### config.mk
export PLATFORM = sky130hd
export DESIGN_NAME = pixel_overlay_mixer_pipe
export DESIGN_NICKNAME = d
export VERILOG_FILES = /design/src/rtl/pixel_overlay_mixer_pipe.sv
export SDC_FILE = /design/constraint.sdc
export NUM_CORES = 1
export LEC_CHECK = 0
export ABC_AREA = 1
export ABC_CLOCK_PERIOD_IN_PS = 5660
export CAP_MARGIN = 25
export CORE_MARGIN = 1
export CORE_UTILIZATION = 24
export CTS_CLUSTER_SIZE = 28
export DETAILED_ROUTE_END_ITERATION = 10
export PLACE_DENSITY = 0.38
export SYNTH_ARGS = -nofsm -noshare
export SYNTH_HDL_FRONTEND = slang
export SYNTH_SLANG_ARGS = --single-unit
### constraint.sdc
create_clock -name clk -period 5.66 [get_ports clk]
set_input_delay 1.132 -clock clk [delete_from_list [all_inputs] [get_ports clk]]
set_output_delay 1.132 -clock clk [all_outputs]
set_load 0.01 [all_outputs]
### src/rtl/pixel_overlay_mixer_pipe.sv
// pixel_overlay_mixer_pipe: two-stage overlay mixer (reticle, aim cross, box, lock icon) over camera video,
// with frame-latched target data and an acquire/hold lock FSM stepped once per frame.
module pixel_overlay_mixer_pipe #(
  parameter int CX = 320,
  parameter int CY = 240,
  parameter int LOCK_ZONE = 30,
  parameter int LOCK_FRAMES = 4,
  parameter int UNLOCK_FRAMES = 8,
  parameter int BLINK_FRAMES = 8,
  parameter int THK = 1,
  parameter int LEN = 10,
  parameter int UI_X = 580,
  parameter int UI_Y = 30,
  parameter int SYNC_ACTIVE_LOW = 1
) (
  input  logic       clk,
  input  logic       rst_n,
  input  logic       de_in,
  input  logic       hsync_in,
  input  logic       vsync_in,
  input  logic [9:0] x_pixel,
  input  logic [9:0] y_pixel,
  input  logic [11:0] img_bg,
  input  logic [9:0] aim_x,
  input  logic [9:0] aim_y,
  input  logic       aim_detected,
  input  logic [9:0] box_x_min,
  input  logic [9:0] box_x_max,
  input  logic [9:0] box_y_min,
  input  logic [9:0] box_y_max,
  input  logic       overlay_en,
  output logic [3:0] r_port,
  output logic [3:0] g_port,
  output logic [3:0] b_port,
  output logic       de_out,
  output logic       hsync_out,
  output logic       vsync_out,
  output logic       locked,
  output logic [1:0] lock_state
);
  localparam int CMAX = LOCK_FRAMES > UNLOCK_FRAMES ? LOCK_FRAMES : UNLOCK_FRAMES;
  localparam int CW = $clog2(CMAX + 1);
  localparam int BW = BLINK_FRAMES > 1 ? $clog2(BLINK_FRAMES) : 1;
  localparam logic INACT = SYNC_ACTIVE_LOW != 0;
  localparam logic [63:0] ICON = 64'h3C42_99A5_A599_423C;
  typedef enum logic [1:0] {SEARCH, ACQUIRE, LOCKED, HOLD} state_t;
  function automatic logic signed [11:0] s12(input logic [9:0] v);
    return $signed({2'b00, v});
  endfunction
  function automatic logic [11:0] mag(input logic signed [11:0] d);
    return d[11] ? 12'(-d) : 12'(d);
  endfunction
  function automatic logic rng(input logic [11:0] v, input int lo, input int hi);
    return v >= 12'(lo) && v <= 12'(hi);
  endfunction
  state_t state;
  logic [CW-1:0] cnt, cnt_nx;
  logic [BW-1:0] bcnt;
  logic blink_on, vs_q, vs_act, tick, in_zone;
  logic [9:0] s_ax, s_ay, s_bx0, s_bx1, s_by0, s_by1;
  logic s_det;
  logic signed [11:0] dx, dy, ux, uy, icx, icy;
  logic [11:0] rx, ry, ex, ey;
  logic [6:0] sq;
  logic in_ui, hit_icon, hit_ret, hit_aim, hit_box;
  logic de1, hs1, vs1, ov1, f_icon, f_ui, f_ret, f_aim, f_box;
  logic [11:0] img1, rgb_q, ui_col, mix;
  assign vs_act = vsync_in ^ INACT;
  assign tick = vs_act & ~vs_q;
  assign cnt_nx = cnt + 1'b1;
  assign in_zone = aim_detected && mag(s12(aim_x) - 12'(CX)) < 12'(LOCK_ZONE)
                   && mag(s12(aim_y) - 12'(CY)) < 12'(LOCK_ZONE);
  always_ff @(posedge clk or negedge rst_n) begin
    if (!rst_n) begin
      state <= SEARCH;
      cnt <= '0;
      bcnt <= '0;
      blink_on <= 1'b1;
      vs_q <= 1'b0;
      {s_ax, s_ay, s_bx0, s_bx1, s_by0, s_by1} <= '0;
      s_det <= 1'b0;
    end else begin
      vs_q <= vs_act;
      if (tick) begin
        {s_ax, s_ay, s_det} <= {aim_x, aim_y, aim_detected};
        {s_bx0, s_bx1, s_by0, s_by1} <= {box_x_min, box_x_max, box_y_min, box_y_max};
        case (state)
          SEARCH: if (in_zone) begin
            state <= LOCK_FRAMES == 1 ? LOCKED : ACQUIRE;
            cnt <= CW'(1);
          end
          ACQUIRE: if (!in_zone) state <= SEARCH;
            else if (cnt_nx == CW'(LOCK_FRAMES)) state <= LOCKED;
            else cnt <= cnt_nx;
          LOCKED: if (!in_zone) begin
            state <= UNLOCK_FRAMES == 1 ? SEARCH : HOLD;
            cnt <= CW'(1);
          end
          HOLD: if (in_zone) state <= LOCKED;
            else if (cnt_nx == CW'(UNLOCK_FRAMES)) state <= SEARCH;
            else cnt <= cnt_nx;
        endcase
        // blink phase restarts "on" whenever HOLD is entered
        if (state == LOCKED && !in_zone && UNLOCK_FRAMES != 1) begin
          bcnt <= '0;
          blink_on <= 1'b1;
        end else if (bcnt == BW'(BLINK_FRAMES - 1)) begin
          bcnt <= '0;
          blink_on <= ~blink_on;
        end else bcnt <= bcnt + 1'b1;
      end
    end
  end
  assign locked = state[1];
  assign lock_state = state;
  assign dx = s12(x_pixel) - 12'(CX);
  assign dy = s12(y_pixel) - 12'(CY);
  assign rx = mag(dx);
  assign ry = mag(dy);
  assign sq = 7'(rx[2:0]) * 7'(rx[2:0]) + 7'(ry[2:0]) * 7'(ry[2:0]);
  assign ex = mag(s12(x_pixel) - s12(s_ax));
  assign ey = mag(s12(y_pixel) - s12(s_ay));
  assign ux = s12(x_pixel) - 12'(UI_X);
  assign uy = s12(y_pixel) - 12'(UI_Y);
  assign icx = ux - 12'sd7;
  assign icy = uy - 12'sd7;
  assign in_ui = !ux[11] && ux < 12'sd30 && !uy[11] && uy < 12'sd30;
  assign hit_icon = in_ui && !icx[11] && icx < 12'sd16 && !icy[11] && icy < 12'sd16
                    && ICON[{~icy[3:1], ~icx[3:1]}];
  assign hit_ret = (rx <= 12'd6 && ry <= 12'd6 && sq <= 7'd36)
                   || (rng(rx, 12, 22) && (dy == 12'sd0 || dy == -12'sd1))
                   || (rng(ry, 12, 22) && (dx == 12'sd0 || dx == -12'sd1))
                   || (rng(rx, 33, 35) && rng(ry, 20, 35))
                   || (rng(ry, 33, 35) && rng(rx, 20, 35));
  assign hit_aim = s_det && ((ey <= 12'(THK) && ex <= 12'(LEN)) || (ex <= 12'(THK) && ey <= 12'(LEN)));
  assign hit_box = s_det && ((((x_pixel == s_bx0) || (x_pixel == s_bx1)) && y_pixel >= s_by0 && y_pixel <= s_by1)
                   || (((y_pixel == s_by0) || (y_pixel == s_by1)) && x_pixel >= s_bx0 && x_pixel <= s_bx1));
  assign ui_col = (state == LOCKED || (state == HOLD && blink_on)) ? 12'hFF0 : 12'hFFF;
  assign mix = !de1 ? 12'h000 : !ov1 ? img1 : f_icon ? 12'h000 : f_ui ? ui_col
             : f_ret ? 12'h000 : f_aim ? 12'hF00 : f_box ? 12'h0F0 : img1;
  always_ff @(posedge clk or negedge rst_n) begin
    if (!rst_n) begin
      {de1, ov1, f_icon, f_ui, f_ret, f_aim, f_box} <= '0;
      {hs1, vs1} <= {INACT, INACT};
      img1 <= '0;
      rgb_q <= '0;
      de_out <= 1'b0;
      {hsync_out, vsync_out} <= {INACT, INACT};
    end else begin
      {de1, hs1, vs1, ov1, img1} <= {de_in, hsync_in, vsync_in, overlay_en, img_bg};
      {f_icon, f_ui, f_ret, f_aim, f_box} <= {hit_icon, in_ui, hit_ret, hit_aim, hit_box};
      rgb_q <= mix;
      {de_out, hsync_out, vsync_out} <= {de1, hs1, vs1};
    end
  end
  assign {r_port, g_port, b_port} = rgb_q;
endmodule
==> metrics.cfg <==
[outcome]
status=completed

[clock_network]
clk_latency_ns=0.38
post_cts_resized=0
cts_max_path_buffers=2
path_clk_slew_ns=0.08
cts_hold_buffers=0
post-cts-setup-buffer-count=0
htree_num_levels=3
clock-sinks=108
clockRootBuffer=clkbuf_16
cts_buffers=9
cts_tree=yes

[sta]
finalCriticalPeriod_ns=4.905
fin_crit_sh_pct=86.66
rsz0062_at_grt=no
finalMaxSlewViolations=0
max_slew_margin_pct=47.18
fin_skew_ns=0.008889
max_freq_mhz=203.9
hold_viol_final=0
finalSetupViolCount=0
worstMarginPinSlew_ns=0.7923
setup_tns_ns=0

[floorplan]
die_y_um=198.9
rows=71
die_width_um=198.9
start_util_pct=24.52
ios=117
core_area_mm2=0.03793
dieArea_mm2=0.03955

[synthesis]
synth_cell_types=48
synth_common_cells=nand2_1, inv_1, nor2_1
ys_seq_elements=108
yosysMostFrequentCell=nand2_1
synth_largest_area_cell=dfrtp_1
synth_edf_count=0
synthArstFlopShare_pct=100.0
synth_ff_type=dfrtp_1
yosysWarnings=0
ys_seq_area_share_pct=29.12
avgSynthCellArea_um2=6.760
syn_area_mm2=0.009301
synthTopCellsByArea=dfrtp_1, nand2_1, ha_1
synth_top_area_share_pct=27.71
syn_nets=1580
synth_cells=1376

[power]
clockPowerShare_pct=27.0
power.leakage_uw=0.005815
p_per_area_mw_per_mm2=230.8
vdd_ir_drop_max_v=0.0001213
p_sw_uw=1038
combPwrFrac_pct=38.9
switching_share_pct=39.00
internal-power_uw=1623
total_power_uw=2661
seq_power_share_pct=34.1

[placement]
dpl_cell_area_mm2=0.01118
gp_congestion=0.8373
dp_cells=2004
io_buffers=116
dp_hpwl_um=23420

[global_route]
grt_max_degree=72
antenna_found_initial=1
grt_pass1_wl_um=46030
gr-total-overflow=0
grt_pass1_vias=8440
grt_util_all_layers_pct=15.05

[cells_and_area]
fin_util_pct=30.39
finalNonFillerCells=2021
num_antenna_cells=0
final_net_count=1709
drive_above_1_share_pct=4.834
syn2layout_area_growth_pct=23.94
fin_area_mm2=0.01153

[drt]
wl_per_cell_um=14.39
wl_um=29080
first_pass_iters=4
vias_per_cell=4.315
drt-initial-drc-count=483
final_antenna_net_count=0
vias=8721
post-route-drc-count=0

[critical_path]
cp-startpoint=x_pixel[7]
r2r_start=s_ax[0]
max_stage_delay_ns=0.52
cp_slowest_cell=fa_1
cp.arrival_ns=5.21
crit_required_ns=5.97
path_cells=clkdlybuf4s50_1, inv_1, ha_1, inv_1, nand2_1, nand2_1, o21ai_0, inv_1, ha_1, a21o_1, fa_1, ha_1, inv_1, fa_1, nand3b_1, nand2_1, nand3_1, nor2_1, nand3_1, nor2_1, nand3_1, o21ai_1, nand2_1, nand3_1
cp-start-kind=input pin
critical_path_class=input pin to flip-flop
crit_path_end_kind=flip-flop
critPathMaxFanout=6

[run]
drv_cap=0

[min_path]
hold_path_class=flip-flop to flip-flop
hp-start=vs1

-- routing by layer --
layer | up-vias | track usage (%) | wire, um
li1 | 4662 | - | -
met1 | 3880 | 20.14 | 14350
met2 | 157 | 25.51 | 13390
met3 | 20 | 2.306 | 991
met4 | 2 | 2.877 | 343
met5 | - | 0 | 13
-- layout make-up --
cell class	count	area [um2]
tap	511	639.4
sequential	108	2709
fill	4163	26400
timing repair buffer	137	1336
multi-input combinational	1030	5699
inverter	219	822.0
clock buffer	9	225.2
clock inverter	7	97.59
-- registers in the layout, summed over array words and instances, names as in the netlist, 3 cells and up, named ones only --
| signal | count |
|---|---|
| img1 | 12 |
| rgb_q | 12 |
| s_ax | 10 |
| s_ay | 10 |
| s_bx0 | 10 |
| s_bx1 | 10 |
| s_by0 | 10 |
| s_by1 | 10 |
| cnt | 4 |
| bcnt | 3 |
-- power groups by stage --
stage	Clock (uW)	Combinational [uW]	Sequential [uW]
global route	773	1210	918
floorplan	0	710	909
finish	719	1030	908
detailed placement	0	1040	923
global placement	0	1040	925
CTS	756	1050	909
-- worst max-delay path, delay by kind of cell --
family	cells	cell delay, ns
AO/OA/AOI/OAI	3	0.71
adder cells (fa/ha/maj)	5	1.56
AND/OR/NAND/NOR	11	0.97
buffers and inverters	5	0.85
-- through the flow --
step,hold slack [ns],setup WS (ns)
after detailed placement,0.3484,0.3973
after global routing,0.3626,0.3808
after CTS,0.3614,0.7936
final,0.3600,0.7552
after global placement,0.3466,0.4440
after floorplan,0.3452,1.338
-- placed cells by master (no fill, tap or decap), types with 14 or more instances in the layout --
| cell | instances |
|---|---|
| xor2_1 | 30 |
| nand4_1 | 14 |
| nor2_1 | 126 |
| nor3_1 | 19 |
| clkdlybuf4s50_1 | 115 |
| o21ai_0 | 95 |
| inv_1 | 211 |
| nand2_1 | 397 |
| nand3_1 | 100 |
| buf_4 | 21 |
| ha_1 | 101 |
| dfrtp_1 | 103 |
| a21oi_1 | 53 |
-- worst paths after layout --
path	end	slack, ns	depth (start not counted)
min reg2reg	vsync_out	0.36	0
max	f_ret	0.76	24
max in group asynchronous	blink_on	4.29	3
max reg2reg	f_aim	2.68	15
min	vsync_out	0.36	0
min in group asynchronous	img1[6]	0.54	1
-- kinds of logic after synthesis --
| kind of cell | synth area share, % |
|---|---|
| AND/OR/NAND/NOR | 31.45 |
| flip-flops | 29.12 |
| XOR/XNOR | 3.847 |
| adder cells (fa/ha/maj) | 14.45 |
| multiplexers | 0.1076 |
| buffers and inverters | 9.685 |
| AO/OA/AOI/OAI | 11.34 |
No activity file was read; power rests on OpenSTA's default activity.
